<file path="config.mk">
export PLATFORM = sky130hd
export DESIGN_NAME = hms_countdown
export DESIGN_NICKNAME = d
export VERILOG_FILES = /design/src/rtl/countdown_pkg.sv /design/src/rtl/tick_prescaler.sv /design/src/rtl/hms_countdown.sv
export SDC_FILE = /design/constraint.sdc
export NUM_CORES = 1
export LEC_CHECK = 0
export CORE_MARGIN = 2
export CORE_UTILIZATION = 60
export CTS_BUF_LIST = sky130_fd_sc_hd__clkbuf_16
export DETAILED_ROUTE_END_ITERATION = 16
export GPL_TIMING_DRIVEN = 0
export PLACE_DENSITY = 0.76
export SLEW_MARGIN = 20
export SYNTH_ARGS = -nofsm -noshare
export SYNTH_HDL_FRONTEND = slang
export SYNTH_HIERARCHICAL = 1
export SYNTH_SLANG_ARGS = --single-unit
</file>
<file path="constraint.sdc">
create_clock -name clk -period 4 [get_ports clk]
set_input_delay 0.4 -clock clk [delete_from_list [all_inputs] [get_ports clk]]
set_output_delay 0.4 -clock clk [all_outputs]
set_load 0.05 [all_outputs]
</file>
<file path="src/rtl/countdown_pkg.sv">
// countdown_pkg: shared states, field codes, limits and wrap helper for hms_countdown.
package countdown_pkg;
    typedef enum logic [2:0] {ST_IDLE, ST_SET, ST_RUN, ST_PAUSE, ST_DONE} state_t;

    localparam logic [1:0] FIELD_NONE  = 2'd0;
    localparam logic [1:0] FIELD_SECS  = 2'd1;
    localparam logic [1:0] FIELD_MINS  = 2'd2;
    localparam logic [1:0] FIELD_HOURS = 2'd3;

    localparam logic [5:0] SECS_MAX  = 6'd59;
    localparam logic [5:0] MINS_MAX  = 6'd59;
    localparam logic [5:0] HOURS_MAX = 6'd23;

    function automatic logic [5:0] inc_wrap(input logic [5:0] v, input logic [5:0] max);
        return (v == max) ? 6'd0 : v + 6'd1;
    endfunction
endpackage

</file>
<file path="src/rtl/tick_prescaler.sv">
// tick_prescaler: divides clk by TICK_DIV while run is high, freezing otherwise.
module tick_prescaler #(
    parameter int TICK_DIV = 50_000_000
) (
    input  logic clk,
    input  logic reset,
    input  logic run,
    input  logic restart,
    output logic tick
);
    localparam int W = (TICK_DIV > 1) ? $clog2(TICK_DIV) : 1;
    localparam logic [W-1:0] LAST = W'(TICK_DIV - 1);

    logic [W-1:0] r_cnt;

    assign tick = run && (r_cnt == LAST);

    always_ff @(posedge clk) begin
        if (reset || restart)
            r_cnt <= '0;
        else if (run)
            r_cnt <= tick ? '0 : r_cnt + 1'b1;
    end
endmodule

</file>
<file path="src/rtl/hms_countdown.sv">
// hms_countdown: programmable h:m:s countdown with set/run/pause/done control.
// COUNTDOWN_AUTORELOAD_EN: reaching zero reloads the preset and keeps running.
module hms_countdown
    import countdown_pkg::*;
#(
    parameter int TICK_DIV = 50_000_000
) (
    input  logic       clk,
    input  logic       reset,
    input  logic       start_pause,
    input  logic       set_mode,
    input  logic       inc,
    input  logic       clear,
    output logic [5:0] secs,
    output logic [5:0] mins,
    output logic [5:0] hours,
    output logic [1:0] field_sel,
    output logic       running,
    output logic       done
);
    state_t     r_state;
    logic [5:0] r_secs, r_mins, r_hours;
    logic [5:0] r_ps_s, r_ps_m, r_ps_h;
    logic [1:0] r_field;
    logic       r_running, r_done;

    logic       w_clr, w_set, w_sp, w_inc, w_ps_zero, w_last, w_tick, w_run, w_restart;
    logic [5:0] w_ns_s, w_ns_m, w_ns_h, w_dec_s, w_dec_m, w_dec_h;

    // Only the highest-priority pulse is allowed to act.
    assign w_clr = clear;
    assign w_set = set_mode & ~clear;
    assign w_sp  = start_pause & ~clear & ~set_mode;
    assign w_inc = inc & ~clear & ~set_mode & ~start_pause;

    assign w_ps_zero = (r_ps_s == 6'd0) && (r_ps_m == 6'd0) && (r_ps_h == 6'd0);
    assign w_last    = (r_hours == 6'd0) && (r_mins == 6'd0) && (r_secs == 6'd1);

    always_comb begin
        w_ns_s = (r_state == ST_IDLE && w_clr) ? 6'd0 :
                 (r_state == ST_SET && w_inc && r_field == FIELD_SECS) ? inc_wrap(r_ps_s, SECS_MAX) : r_ps_s;
        w_ns_m = (r_state == ST_IDLE && w_clr) ? 6'd0 :
                 (r_state == ST_SET && w_inc && r_field == FIELD_MINS) ? inc_wrap(r_ps_m, MINS_MAX) : r_ps_m;
        w_ns_h = (r_state == ST_IDLE && w_clr) ? 6'd0 :
                 (r_state == ST_SET && w_inc && r_field == FIELD_HOURS) ? inc_wrap(r_ps_h, HOURS_MAX) : r_ps_h;
        w_dec_s = (r_secs == 6'd0) ? SECS_MAX : r_secs - 6'd1;
        w_dec_m = (r_secs != 6'd0) ? r_mins : (r_mins == 6'd0) ? MINS_MAX : r_mins - 6'd1;
        w_dec_h = (r_secs == 6'd0 && r_mins == 6'd0) ? r_hours - 6'd1 : r_hours;
    end

    // Pausing or aborting freezes the prescaler in that same cycle.
    assign w_run     = (r_state == ST_RUN) && !w_sp && !w_clr;
    assign w_restart = (r_state == ST_IDLE) && w_sp && !w_ps_zero;

    tick_prescaler #(.TICK_DIV(TICK_DIV)) u_prescaler (
        .clk    (clk),
        .reset  (reset),
        .run    (w_run),
        .restart(w_restart),
        .tick   (w_tick)
    );

    always_ff @(posedge clk) begin
        if (reset) begin
            r_state   <= ST_IDLE;
            {r_secs, r_mins, r_hours} <= '0;
            {r_ps_s, r_ps_m, r_ps_h}  <= '0;
            r_field   <= FIELD_NONE;
            r_running <= 1'b0;
            r_done    <= 1'b0;
        end else begin
            r_ps_s <= w_ns_s;
            r_ps_m <= w_ns_m;
            r_ps_h <= w_ns_h;
            r_done <= 1'b0;
            case (r_state)
                ST_IDLE: begin
                    {r_secs, r_mins, r_hours} <= {w_ns_s, w_ns_m, w_ns_h};
                    if (w_set) begin
                        r_state <= ST_SET;
                        r_field <= FIELD_SECS;
                    end else if (w_restart) begin
                        r_state   <= ST_RUN;
                        r_running <= 1'b1;
                    end
                end
                ST_SET: begin
                    {r_secs, r_mins, r_hours} <= {w_ns_s, w_ns_m, w_ns_h};
                    if (w_clr || (w_set && r_field == FIELD_HOURS)) begin
                        r_state <= ST_IDLE;
                        r_field <= FIELD_NONE;
                    end else if (w_set)
                        r_field <= r_field + 2'd1;
                end
                ST_RUN: begin
                    if (w_clr) begin
                        r_state   <= ST_IDLE;
                        r_running <= 1'b0;
                        {r_secs, r_mins, r_hours} <= {r_ps_s, r_ps_m, r_ps_h};
                    end else if (w_sp) begin
                        r_state   <= ST_PAUSE;
                        r_running <= 1'b0;
                    end else if (w_tick && w_last) begin
                        r_done <= 1'b1;
`ifdef COUNTDOWN_AUTORELOAD_EN
                        {r_secs, r_mins, r_hours} <= {r_ps_s, r_ps_m, r_ps_h};
`else
                        {r_secs, r_mins, r_hours} <= '0;
                        r_state   <= ST_DONE;
                        r_running <= 1'b0;
`endif
                    end else if (w_tick)
                        {r_secs, r_mins, r_hours} <= {w_dec_s, w_dec_m, w_dec_h};
                end
                ST_PAUSE: begin
                    if (w_clr) begin
                        r_state <= ST_IDLE;
                        {r_secs, r_mins, r_hours} <= {r_ps_s, r_ps_m, r_ps_h};
                    end else if (w_sp) begin
                        r_state   <= ST_RUN;
                        r_running <= 1'b1;
                    end
                end
                ST_DONE: begin
                    if (w_clr || w_sp) begin
                        r_state <= ST_IDLE;
                        {r_secs, r_mins, r_hours} <= {r_ps_s, r_ps_m, r_ps_h};
                    end else
                        r_done <= 1'b1;
                end
                default: r_state <= ST_IDLE;
            endcase
        end
    end

    assign secs      = r_secs;
    assign mins      = r_mins;
    assign hours     = r_hours;
    assign field_sel = r_field;
    assign running   = r_running;
    assign done      = r_done;
endmodule

</file>
==> After elaboration in Yosys (flattened, before gate mapping) <==
Index checks and enable logic that the tools add are counted.
{ "word_totals": {"regBits": 69, "latchBits": 0, "ramBits": 0, "mem_bits_ro": 0, "inputBits": 6, "output_inout_bits": 22, "elab_cells": 159, "n_memories": 0} }
{ "classes": {"addsub": 8, "n_mul": 0, "div": 0, "order_cmp": 0, "eq_ne": 28, "shift": 0, "mux": 62, "bitwise": 9, "n_reduce_logical": 41} }
{ "ops": {"columns": ["cell", "n"], "rows": [
  ["6-bit 2-to-1 mux", 31],
  ["6-bit one-hot mux with 4 select lines", 3],
  ["6-bit logical NOT", 6],
  ["3-bit 2-to-1 mux", 9],
  ["26-bit by 1-bit adder with 26-bit output, second input constant", 1],
  ["26-bit equality test, second input constant", 1],
  ["26-bit 2-to-1 mux", 1],
  ["6-bit by 1-bit adder with 6-bit output, second input constant", 3],
  ["6-bit AND reduction", 3],
  ["6-bit by 1-bit subtractor with 6-bit output, second input constant", 3],
  ["1-bit logical AND", 17],
  ["3-bit one-hot mux with 5 select lines", 1],
  ["6-bit equality test, second input constant", 2],
  ["2-bit != test, second input constant", 6],
  ["4-bit by 3-bit != test with 1-bit output, second input constant", 3],
  ["1-bit 2-to-1 mux", 11],
  ["5-bit AND reduction", 2],
  ["1-bit AND", 6],
  ["3-bit by 2-bit equality test with 1-bit output, second input constant", 2],
  ["6-bit by 1-bit equality test with 1-bit output, second input constant", 1],
  ["6-bit by 5-bit equality test with 1-bit output, second input constant", 1],
  ["2-bit 2-to-1 mux", 3],
  ["3-bit by 2-bit != test with 1-bit output, second input constant", 2],
  ["3-bit != test, second input constant", 2],
  ["20 further kinds", 28]
]} }

==> Logic depth before layout (Yosys ltp) <==
Gate-level depths: netlist of the first run.
{ "depth": {"word_depth": 12, "ltp_mapped": 15, "depth_no_buf": 11} }

==> By module <==
Netlist of the first run, hierarchy kept.
{ "by_module_without_submodules": {"columns": ["mod", "n_inst", "cells_each", "area_each_um2", "seq_area_each_um2"], "rows": [
  ["hms_countdown", 1, 392, 3169.3, 860.8],
  ["tick_prescaler", 1, 156, 1343.8, 520.5]
]} }

==> Worst setup path after synthesis of the first run <==
OpenSTA, ideal clock, no wires.
{ "synth_path": {"path_type": "register to register", "start": "register r_state[2]", "end": "register r_mins[2] (netlist: mins[2])", "setup_time_ns": 0.091, "arrival_ns": 3.233, "required_ns": 3.909, "slack_ns": 0.676, "path_stages_with_launch": 16, "n_path_buf": 4, "period_less_slack_ns": 3.324, "path_cell_list": "dfxtp_1 clkbuf_1 nand2b_1 clkbuf_1 nand2b_1 nor2_1 and3_1 buf_2 nand2_1 nor3_1 inv_1 o31a_1 o21ai_1 buf_2 a21oi_1 a311oi_1"} }
{ "synth_via": {"elab_chain_cells": 9, "word_cells_on_any_way": 26, "cone_classes": "eq/ne (9); mux (6); reduce/logical (11)"} }
{ "synth_rtl": {"columns": ["item", "line", "text"], "rows": [
  ["from (decl)", "hms_countdown.sv:21", "state_t r_state;"],
  ["from (signal assigned)", "hms_countdown.sv:65", "r_state <= ST_IDLE;"],
  ["from (signal assigned)", "hms_countdown.sv:80", "r_state <= ST_SET;"],
  ["from (signal assigned)", "hms_countdown.sv:83", "r_state <= ST_RUN;"],
  ["3-bit by 2-bit equality test with 1-bit output (*)", "hms_countdown.sv:52", "assign w_run = (r_state == ST_RUN) && !w_sp && !w_clr;"],
  ["1-bit logical AND (*) (2 in a row)", "hms_countdown.sv:52", null],
  ["via w_run", "hms_countdown.sv:27", "logic w_clr, w_set, w_sp, w_inc, w_ps_zero, w_last, w_tick, w_run, w_restart;"],
  ["1-bit logical AND (*)", "tick_prescaler.sv:16", "assign tick = run && (r_cnt == LAST);"],
  ["via w_tick", "hms_countdown.sv:27", null],
  ["1-bit logical AND", "hms_countdown.sv:103", "end else if (w_tick && w_last) begin"],
  ["6-bit 2-to-1 mux", "hms_countdown.sv:103", null],
  ["6-bit 2-to-1 mux", "hms_countdown.sv:100", "end else if (w_sp) begin"],
  ["6-bit 2-to-1 mux", "hms_countdown.sv:96", "if (w_clr) begin"],
  ["6-bit one-hot mux with 4 select lines", "hms_countdown.sv:76", "case (r_state)"],
  ["to (signal assigned)", "hms_countdown.sv:78", "{r_secs, r_mins, r_hours} <= {w_ns_s, w_ns_m, w_ns_h};"],
  ["to (signal assigned)", "hms_countdown.sv:99", "{r_secs, r_mins, r_hours} <= {r_ps_s, r_ps_m, r_ps_h};"],
  ["to (signal assigned)", "hms_countdown.sv:113", "{r_secs, r_mins, r_hours} <= {w_dec_s, w_dec_m, w_dec_h};"],
  ["to (decl)", "hms_countdown.sv:22", "logic [5:0] r_secs, r_mins, r_hours;"]
]} }
Mark *: on every way through the listed nets, which the timed path passes. The rest lies on a longest branch. The select of a mux whose other input is x is not followed.
A chain may end at the register's enable or synchronous reset.

==> Worst setup path in the final report of the first run <==
{ "layout_path": {"start": "register r_state[2]", "end": "register r_mins[5] (netlist: mins[5])"} }
The elaborated chain is that of the path after synthesis.

==> results of run 1 <==
[per-stage QoR]
step / instance area, sq um / std cells
floorplan: 4510 / 548
global placement: 4890 / 672
detailed placement: 4890 / 672
CTS: 5200 / 688
global route: 5260 / 689
finish: 5260 / 689
[power by group through the flow]
| stage | registers, mW | clock network, mW | logic [mW] |
|---|---|---|---|
| after CTS | 0.755 | 0.816 | 0.559 |
| after detailed placement | 0.769 | 0 | 0.551 |
| after global placement | 0.768 | 0 | 0.542 |
| final | 0.758 | 0.807 | 0.582 |
| after floorplan | 0.845 | 0 | 0.323 |
| after global routing | 0.762 | 0.847 | 0.623 |
[final timing paths]
| kind | to | cells past startpoint | slack (ns) |
|---|---|---|---|
| worst min-delay path | running | 1 | 0.48 |
| worst min register to register | running | 1 | 0.48 |
| worst max register to register | mins[5] | 15 | 0.28 |
| worst max-delay path | mins[5] | 15 | 0.28 |
[flip-flops by register name, summed over array words and instances, names as in the netlist]
name / cells
field_sel: 2
running: 1
r_state: 3
mins: 6
secs: 6
done: 1
r_ps_s: 6
r_ps_m: 6
hours: 6
r_ps_h: 6
u_prescaler/r_cnt: 26
[critical path, stage by stage (launching register included)]
cell	delay, ns
sky130_fd_sc_hd__dfxtp_1	0.30
sky130_fd_sc_hd__clkbuf_1	0.29
sky130_fd_sc_hd__nand2b_1	0.15
sky130_fd_sc_hd__clkbuf_1	0.34
sky130_fd_sc_hd__nand2b_2	0.28
sky130_fd_sc_hd__nor2_4	0.07
sky130_fd_sc_hd__and3_1	0.16
sky130_fd_sc_hd__buf_2	0.17
sky130_fd_sc_hd__nand2_1	0.21
sky130_fd_sc_hd__nor3_4	0.09
sky130_fd_sc_hd__nor4bb_4	0.17
sky130_fd_sc_hd__and2_1	0.18
sky130_fd_sc_hd__a21oi_2	0.40
sky130_fd_sc_hd__buf_2	0.34
sky130_fd_sc_hd__o31ai_1	0.16
sky130_fd_sc_hd__a311oi_2	0.29
[cell families (layout without fill, tap and decap cells)]
family / count (synthesis) / after routing / share of synthesized area [%]
AND/OR/NAND/NOR: 225 / 225 / 29.5
buffers and inverters: 53 / 95 / 5.24
XOR/XNOR: 29 / 29 / 5.63
multiplexers: 5 / 5 / 1.14
flip-flops: 69 / 69 / 30.6
AO/OA/AOI/OAI: 152 / 152 / 23.7
adder cells (fa/ha/maj): 15 / 15 / 4.16
[what timing repair did]
item,4_1_cts,5_1_grt
setup buffers,0,1
pin swaps,0,1
endpoints found under the setup margin,18,20
gates resized for setup,4,9
hold buffers,0,0
cloned,0,0
endpoints found under the hold margin,0,0
[metal layers]
metal | part of all wire (%) | GRT usage (%)
met1 | 42 | 39.2
met2 | 49 | 53.3
met3 | 6.4 | 6.68
met4 | 2.7 | 12.2
met5 | 0 | 0
[cells in the mapped netlist, drive strengths merged (3+ instances only)]
cell type	instances
dfxtp	69
nor2	49
a21oi	41
nand2	37
o21ai	25
nand3	23
inv	21
clkbuf	19
nand4	18
ha	15
xnor2	15
xor2	14
buf	13
nor3	13
a311oi	11
or3	11
nor2b	10
nand2b	9
nor4	9
a211oi	8
a221oi	7
o31ai	7
a22oi	6
and2	6
and4	6
nor4b	6
a21o	5
and3	5
o211ai	5
o21a	5
or4	5
a31oi	4
mux2i	4
o21bai	4
a2bb2oi	3
and4b	3
nand3b	3
o31a	3
[layout make-up]
| class | instances | share of cell area, % |
|---|---|---|
| Buffer | 32 | 3.05 |
| Clock buffer | 9 | 4.28 |
| Clock inverter | 7 | 1.40 |
| Inverter | 21 | 1.50 |
| Multi-Input combinational cell | 426 | 56.2 |
| Sequential cell | 69 | 26.3 |
| Tap cell | 99 | 2.36 |
| Timing Repair Buffer | 26 | 4.90 |
==> reports/qor.txt, run 1 <==
Status -> completed
Synthesized area per cell -> 8.24 sq um
Period minus WS final -> 3.72 ns
Final number of hold-violating endpoints -> 0
Setup violators final -> 0
Placeable core region -> 7250 sq um
GRT overflow -> 0
Post-synth design cell area -> 4510 sq um
H-tree level count -> 3
Chip width -> 90.7 um
Initial DRC Count -> 352
EDFF count, synth -> 0
Share of total power in the clock network -> 37.6%
Startpoint-to-endpoint class of the critical path -> register to register
Switching power share of the total -> 34.5%
I/O pins -> 28
Overall die height -> 90.7 um
Total inserted antenna cells -> 0
Port buffer count -> 25
Final setup margin -> 0.284 ns
Post-synthesis cell type count -> 79
Proportion of netlist area held by the largest area contributor -> 30.6%
Overall via count from detail_route -> 4424
Number of antenna violations at the first check in global routing -> 0
Launch instance of the worst min-delay path -> running
Routed wire length per instance -> 18.1 um
Async set or reset register ratio after synthesis -> 0%
Via count of the first global-routing pass -> 4127
Fill cell instance count of the final layout -> 580
Routed Antenna Nets -> 0
Mean number of vias per cell -> 6.42
Total CTS buffers -> 9
Top cells by area in the synthesized netlist -> sky130_fd_sc_hd__dfxtp_1 (31%), sky130_fd_sc_hd__a21oi_1 (4.2%), sky130_fd_sc_hd__ha_1 (4.2%), sky130_fd_sc_hd__nor2_1 (4.1%), sky130_fd_sc_hd__nand2_1 (3.1%)
Final weighted congestion in routability-driven placement -> 0.935
Number of rows in the core area -> 31
Synthesis Warnings -> 6
Worst-margin pin slew -> 0.750 ns
Design Power -> 2.15 mW
Max_slew headroom -> 50.0%
Detailed Place HPWL -> 9.12 mm
Max Cap Viol -> 0
Pins Over Slew Limit -> 0
Yosys top cell by area -> sky130_fd_sc_hd__dfxtp_1
Detailed-router iteration count before antenna repair -> 6
Area growth from synthesis to final layout -> 16.5%
Largest net degree at the start of global routing -> 14
Area taken by multi-input logic gates -> 2960 sq um
Total power per unit cell area -> 408 nW/um^2
Arrival time worst endpoint -> 3.96 ns
Switch Pwr -> 0.741 mW
Clock input transition at the sequential cells of the worst setup and hold paths -> 0.06 ns
Final Skew -> 0.00334 ns
Worst IR Drop VDD -> 0.215 mV
Clock tree from TritonCTS -> built
Data required, critical path -> 4.24 ns
Combinational share of power -> 27.1%
Setup crit start kind -> register
Cell Int Power -> 1.41 mW
Net Count, Synth -> 569
Cells after synthesis -> 548
Remaining routing DRC violations -> 0
Register bit total from synthesis -> 69
Number of clock sinks -> 69
Leakage power -> 1.80 nW
Element type at the critical path end -> register
Clock root buffer -> sky130_fd_sc_hd__clkbuf_16
Period Utilization, post-route -> 92.9%
Highest fanout seen on the critical path -> 10
Seq pwr share -> 35.3%
Hold slack final -> 0.477 ns
Global-route usage over all layers -> 31.5%
Total routed wirelength -> 12.5 mm
Dominant synthesized flop cell -> sky130_fd_sc_hd__dfxtp_1
Setup repair after global routing missed its margin -> no
Final design utilization -> 72.5%
Area occupied by registers -> 1380 sq um
Maximum clock insertion buffer count -> 2
Critical R2R Launch -> r_state[2]
Most frequent standard cell in the layout excluding fill and tap cells -> sky130_fd_sc_hd__dfxtp_1
Upper clock frequency limit -> 269 MHz
Proportion of layout cells with a drive suffix above 1 -> 11.2%
Sequential cell area fraction in the yosys report -> 30.6%
Global-route wire length before repair -> 20.9 mm
Overall die area -> 8230 sq um
Net total in the final layout -> 606
Launch point of the worst path -> r_state[2]
Post-placement setup slack -> -0.397 ns
Highest-count cells in the layout ignoring fill and taps -> sky130_fd_sc_hd__dfxtp_1 (69), sky130_fd_sc_hd__nor2_1 (48), sky130_fd_sc_hd__a21oi_1 (37), sky130_fd_sc_hd__nand2_1 (37), sky130_fd_sc_hd__clkdlybuf4s50_1 (25)
Accumulated negative setup slack -> 0 ns
Starting utilization of the core area -> 62.2%
Clock insertion delay at the later pin of the skew report -> 0.34 ns
Hold Path Class -> register to register
(Power assumes the default switching activity.)
==> run 2: changes to the inputs <==
TNS_END_PERCENT = 20   (was default)
==> results of run 2 <==
Final layout, timing and power as in run 1 (identical DEF).
